===== config.mk =====
export PLATFORM = sky130hd
export DESIGN_NAME = irq_controller
export DESIGN_NICKNAME = d
export VERILOG_FILES = /design/src/rtl/irq_controller.sv
export SDC_FILE = /design/constraint.sdc
export NUM_CORES = 1
export LEC_CHECK = 0
export ABC_AREA = 1
export CAP_MARGIN = 10
export CORE_MARGIN = 2
export CORE_UTILIZATION = 44
export DETAILED_ROUTE_END_ITERATION = 6
export HOLD_SLACK_MARGIN = 0.05
export PLACE_DENSITY = 0.85
export SLEW_MARGIN = 5
export SYNTH_ARGS = -nofsm -noshare
export SYNTH_HDL_FRONTEND = slang
export SYNTH_SLANG_ARGS = --single-unit

===== constraint.sdc =====
create_clock -name CLK_I -period 3.3 [get_ports CLK_I]
set_input_delay 0.825 -clock CLK_I [delete_from_list [all_inputs] [get_ports CLK_I]]
set_output_delay 0.825 -clock CLK_I [all_outputs]
set_load 0.1 [all_outputs]

===== src/rtl/irq_controller.sv =====
// irq_controller: synchronizes, captures, masks and prioritizes device IRQ lines into one registered request.
// Ports: CLK_I clock, RST_I async active-low reset, ADD_I[7:2] word address (ADD_I[4:2] selects the register),
//        WE_I/DAT_I register write, DAT_O combinational read data, IRQ_I device lines,
//        HWINT_O registered PEND & MASK gated by GIE, INT_O registered OR of HWINT_O.
// Register map: 0 PEND (W1C), 1 MASK, 2 TYPE (1 = rising edge), 3 CTRL (bit0 GIE), 4 ACTIVE, 5 RAW.
// Optional: define IRQC_SYNC2_EN to add a second synchronizer flop for asynchronous sources.
module irq_controller #(
    parameter int NUM_SRC = 6
) (
    input  logic               CLK_I,
    input  logic               RST_I,
    input  logic [7:2]         ADD_I,
    input  logic               WE_I,
    input  logic [31:0]        DAT_I,
    output logic [31:0]        DAT_O,
    input  logic [NUM_SRC-1:0] IRQ_I,
    output logic [NUM_SRC-1:0] HWINT_O,
    output logic               INT_O
);
    logic [NUM_SRC-1:0] irq_s, irq_p, pend, mask, typ, pm, wdat, clr;
    logic               gie;
    logic [2:0]         sel, idx;
    logic               unused;

    assign sel    = ADD_I[4:2];
    assign wdat   = DAT_I[NUM_SRC-1:0];
    assign clr    = (WE_I && sel == 3'd0) ? wdat : '0;
    assign pm     = pend & mask;
    assign unused = ^{ADD_I[7:5], DAT_I[31:NUM_SRC]};

`ifdef IRQC_SYNC2_EN
    logic [NUM_SRC-1:0] irq_m;
    always_ff @(posedge CLK_I or negedge RST_I)
        if (!RST_I) irq_m <= '0;
        else irq_m <= IRQ_I;
`else
    logic [NUM_SRC-1:0] irq_m;
    assign irq_m = IRQ_I;
`endif

    always_ff @(posedge CLK_I or negedge RST_I) begin
        if (!RST_I) begin
            irq_s   <= '0;
            irq_p   <= '0;
            pend    <= '0;
            mask    <= '0;
            typ     <= '0;
            gie     <= 1'b0;
            HWINT_O <= '0;
            INT_O   <= 1'b0;
        end else begin
            irq_s   <= irq_m;
            irq_p   <= irq_s;
            // edge sources latch until W1C (set wins); level sources mirror the synchronized line
            pend    <= (typ & ((irq_s & ~irq_p) | (pend & ~clr))) | (~typ & irq_s);
            mask    <= (WE_I && sel == 3'd1) ? wdat : mask;
            typ     <= (WE_I && sel == 3'd2) ? wdat : typ;
            gie     <= (WE_I && sel == 3'd3) ? DAT_I[0] : gie;
            HWINT_O <= gie ? pm : '0;
            INT_O   <= gie & |pm;
        end
    end

    // scan high to low so the lowest set index wins
    always_comb begin
        idx = 3'd0;
        for (int i = NUM_SRC - 1; i >= 0; i--)
            if (pm[i]) idx = i[2:0];
    end

    always_comb
        DAT_O = sel == 3'd0 ? 32'(pend) :
                sel == 3'd1 ? 32'(mask) :
                sel == 3'd2 ? 32'(typ) :
                sel == 3'd3 ? {31'd0, gie} :
                sel == 3'd4 ? {|pm, 28'd0, idx} :
                sel == 3'd5 ? 32'(irq_s) : 32'd0;
endmodule


# Yosys cells after proc, flatten, opt, wreduce, memory -nomap -nowiden
# Cells that the tools add are included.
[op_classes] n_eq_ne=5 n_mux=14 bitwise_logic=11 n_reduce_logical=6
[op_table] op="$mux W32" n=5
[op_table] op="$and A6 B6 Y6" n=5
[op_table] op="$mux W3" n=6
[op_table] op="$mux W6" n=3
[op_table] op="$not A6 Y6" n=3
[op_table] op="$or A6 B6 Y6" n=2
[op_table] op="$eq A3 B2 Y1 const B" n=2
[op_table] op="$eq A3 B3 Y1 const B" n=2
[op_table] op="$reduce_or A6 Y1" n=1
[op_table] op="$logic_and A1 B1 Y1" n=4
[op_table] op="$eq A3 B1 Y1 const B" n=1
[op_table] op="$logic_not A3 Y1" n=1
[op_table] op="$and A1 B1 Y1" n=1
[word_totals] regBits=38 in_bits=47 word_cells=44

# Logic depth before layout (Yosys ltp)
[depth] word_depth=12 depth_mapped=10 mapped_depth_nobuf=10

# Least setup slack after synthesis
# Ideal clock, no wire load.
[synth_timing] kind="input port to output port" from="input ADD_I[2] (netlist bit)" to="output DAT_O[1]" arrival_time_ns=2.693 required_time_ns=2.475 slack_ns=-0.218 cell_stages=8 path_buffers=0 path_cell_list="inv_2 -> nor2_2 -> nand2_1 -> inv_2 -> nand2_1 -> nand2_1 -> o21ai_1 -> a21oi_1"
[synth_via] elab_chain_cells=7 word_cells_on_any_way=12 classes_between="eq/ne (5); mux (6); reduce/logical (1)"
[synth_lines] item="from (decl)" line="12" text="input logic [7:2] ADD_I,"
[synth_lines] item="$eq A3 B3 Y1" line="77" text="sel == 3'd5 ? 32'(irq_s) : 32'd0;"
[synth_lines] item="$mux W6" line="77"
[synth_lines] item="$mux W32" line="76" text="sel == 3'd4 ? {|pm, 28'd0, idx} :"
[synth_lines] item="$mux W32" line="75" text="sel == 3'd3 ? {31'd0, gie} :"
[synth_lines] item="$mux W32" line="74" text="sel == 3'd2 ? 32'(typ) :"
[synth_lines] item="$mux W32" line="73" text="sel == 3'd1 ? 32'(mask) :"
[synth_lines] item="$mux W32 (*)" line="72" text="DAT_O = sel == 3'd0 ? 32'(pend) :"
[synth_lines] item="to (decl)" line="15" text="output logic [31:0] DAT_O,"
# Every way passes the cells marked *; elsewhere a longest branch is shown, timed or not.

# Worst setup path in the final report
[layout_timing] from="input ADD_I[4] (netlist bit)" to="output DAT_O[0]"
# The elaborated chain is that of the path after synthesis.

==> results_dict.tcl <==
set metrics [dict create \
    ir_worst_vdd_uv 321 \
    p_int_w 0.000819 \
    rows 23 \
    wl_per_cell_um 11.9 \
    start_util_pct 45.4 \
    grt_overflow 0 \
    place_congestion 0.811 \
    synth_mux_area_share_pct 0 \
    cts_buffer_depth 2 \
    cts_resized 0 \
    synthesis.area_mm2 0.00182 \
    crit_required_ns 2.47 \
    syn_area_per_cell_um2 9.04 \
    fin_util_pct 56.1 \
    synth_compound_area_share_pct 13.0 \
    post-cts-setup-buffers 0 \
    grt_antenna_before_repair 0 \
    hp-class "register to register" \
    drtIter0Drc 67 \
    ys_seq_elements 38 \
    rsz0062_at_grt "no" \
    sw_frac_of_total_pct 42.1 \
    critical_path_arrival_ns 2.37 \
    fin_crit_sh_pct 96.9 \
    die_x_um 68.3 \
    cts-root-buf "clkbuf_8" \
    clock_skew_ns 0.00546 \
    synth_xor_area_share_pct 0 \
    grt_pass1_wl_um 5920 \
    synth-simple-area-share_pct 19.4 \
    worstPathCellList "clkdlybuf4s50_1, nand2_1, nor2_1, inv_2, a21oi_1, nand2_1, nand2_1, nand2_1, nand4_1, buf_12" \
    io_pins 86 \
    die-area_mm2 0.00466 \
    critical_path.max_fanout 5 \
    yosysSeqAreaShare_pct 52.3 \
    drive_gt1_share_pct 19.2 \
    critPathKind "primary input to primary output" \
    dp.cells 282 \
    instances_no_fill 290 \
    status "finished, final reports clean" \
    p_seq_share_pct 40.5 \
    synth_top_family_by_area "simple AND/OR/NAND/NOR gates" \
    leakage_nw 1.14 \
    cts_max_level 2 \
    worst_slack_ns 0.101 \
    cts_num_sinks 38 \
    slowest_delay_ns 0.64 \
    drc 0 \
    hold_viol 0 \
    max_cap_viol_count 0 \
    dieHeight_um 68.3 \
    grt_pass1_vias 1286 \
    p_clk_share_pct 22.5 \
    synthCells 201 \
    clk_latency_ns 0.29 \
    ant_nets 0 \
    maxSlewViolCount 0 \
    ys.warnings.count 0 \
    cpMostUsedCell "nand2_1" \
    dr_total_vias 1369 \
    finalCriticalPeriod_ns 3.20 \
    n_antenna_cell 0 \
    mostFrequentLayoutCell "nand2_1" \
    p_switching_w 0.000597 \
    core_mm2 0.00400 \
    synthDistinctLibCells 24 \
    clk_pin_slew_ns 0.07 \
    cts_tree "built" \
    via_per_inst 4.72 \
    grt_max_degree 39 \
    area_growth_pct 23.6 \
    slowest_stage "clkdlybuf4s50_1" \
    crit_path_start_kind "primary input" \
    final_cell_mix "56 x nand2_1, 38 x dfrtp_1, 25 x conb_1, 16 x clkdlybuf4s50_1, 14 x nor2_1" \
    comb_power_share_pct 37.0 \
    setup_viol 0 \
    powerDensity_mw_per_mm2 630 \
    dpl.hpwl_um 2610 \
    fin_nets 286 \
    tns_ns 0 \
    grtUsageTotal_pct 17.7 \
    portBuffers 31 \
    synth_fa_ha_area_share_pct 0 \
    place_ws_ns 0.0866 \
    dr.pass1.iters 4 \
    drt-total-wl_um 3440 \
    postCtsHoldBufs 0 \
    cts_buffers 5 \
    worstSetupEndpointType "primary output" \
    clock.fmax_mhz 313 \
]
-- layer usage --
layer  vias up  wire length, µm  global-route usage [%]  share of wire (%)
met1       637             1420                    21.8                 41
met2        47             1750                    29.4                 51
met3         6              209                    5.43                6.1
met5         -                0                       0                  0
met4         0               55                    6.00                1.6
li1        679                -                       -                  -
-- metrics by stage --
step	hold WS [ns]	area (µm²)	total power [W]
floorplan	0.374	1910	0.000997
global placement	0.390	2150	0.00110
detailed placement	0.391	2150	0.00111
CTS	0.410	2240	0.00143
global route	0.422	2250	0.00149
finish	0.408	2250	0.00142
-- sequential cells by signal, summed over array words and instances (netlist names) --
signal   cells
HWINT_O      6
irq_s        6
pend         6
typ          6
gie          1
INT_O        1
irq_p        6
mask         6
-- kinds of logic after synthesis --
logic type             count (synthesis)
and+or+nand+nor                       82
buffers and inverters                 44
DFF                                   38
AOI/OAI and AO/OA                     36
other                                  1
-- cells in the mapped netlist --
cell type,n,area (µm²)
nand2_2,5,31.3
buf_4,25,188
o21ai_0,1,5.00
o21ai_1,7,35.0
dfrtp_1,38,951
buf_6,2,22.5
nor2_4,1,11.3
nor2_1,14,52.6
a31oi_1,1,6.26
nor3_1,1,5.00
nand2_1,56,210
nand4_1,1,6.26
a221oi_1,3,26.3
nor3b_1,1,7.51
inv_2,6,22.5
nand3_1,1,5.00
o211ai_1,6,45.0
a21oi_1,7,35.0
nor3_4,1,16.3
nor2_2,1,6.26
inv_1,11,41.3
conb_1,1,3.75
o21ai_2,6,52.6
o22ai_1,5,31.3
-- worst max-delay path: cells and delay by family --
kind	cells	cell delay [ns]
AO/OA/AOI/OAI	1	0.11
buffers and inverters	3	0.90
AND/OR/NAND/NOR	6	0.53
-- worst paths after layout --
check / startpoint / slack (ns) / end / cells past startpoint
max in group asynchronous: RST_I / 2.01 / mask[2] / 2
setup reg to reg: pend[3] / 2.25 / INT_O / 4
hold / removal: irq_s[3] / 0.41 / irq_p[3] / 0
setup / recovery: ADD_I[4] / 0.10 / DAT_O[0] / 10
min in group asynchronous: RST_I / 0.96 / HWINT_O[2] / 2
hold reg to reg: irq_s[3] / 0.41 / irq_p[3] / 0
-- power by group through the flow --
stage	Clock (W)	Combinational (W)	Sequential [W]
after floorplan	0	0.000331	0.000666
after global placement	0	0.000518	0.000578
after detailed placement	0	0.000526	0.000582
after CTS	0.000327	0.000526	0.000573
after global routing	0.000353	0.000559	0.000582
final	0.000319	0.000523	0.000574
-- final cells by class --
| class | instances | area, µm² |
|---|---|---|
| well taps | 50 | 62.6 |
| clock buffers | 7 | 86.3 |
| fillers | 346 | 1750 |
| multi-input cells | 143 | 689 |
| inverters | 17 | 63.8 |
| clock inverters | 1 | 5.00 |
| flip-flops and latches | 38 | 951 |
| repair buffers | 34 | 388 |
Power figures use the tool's default switching activity.
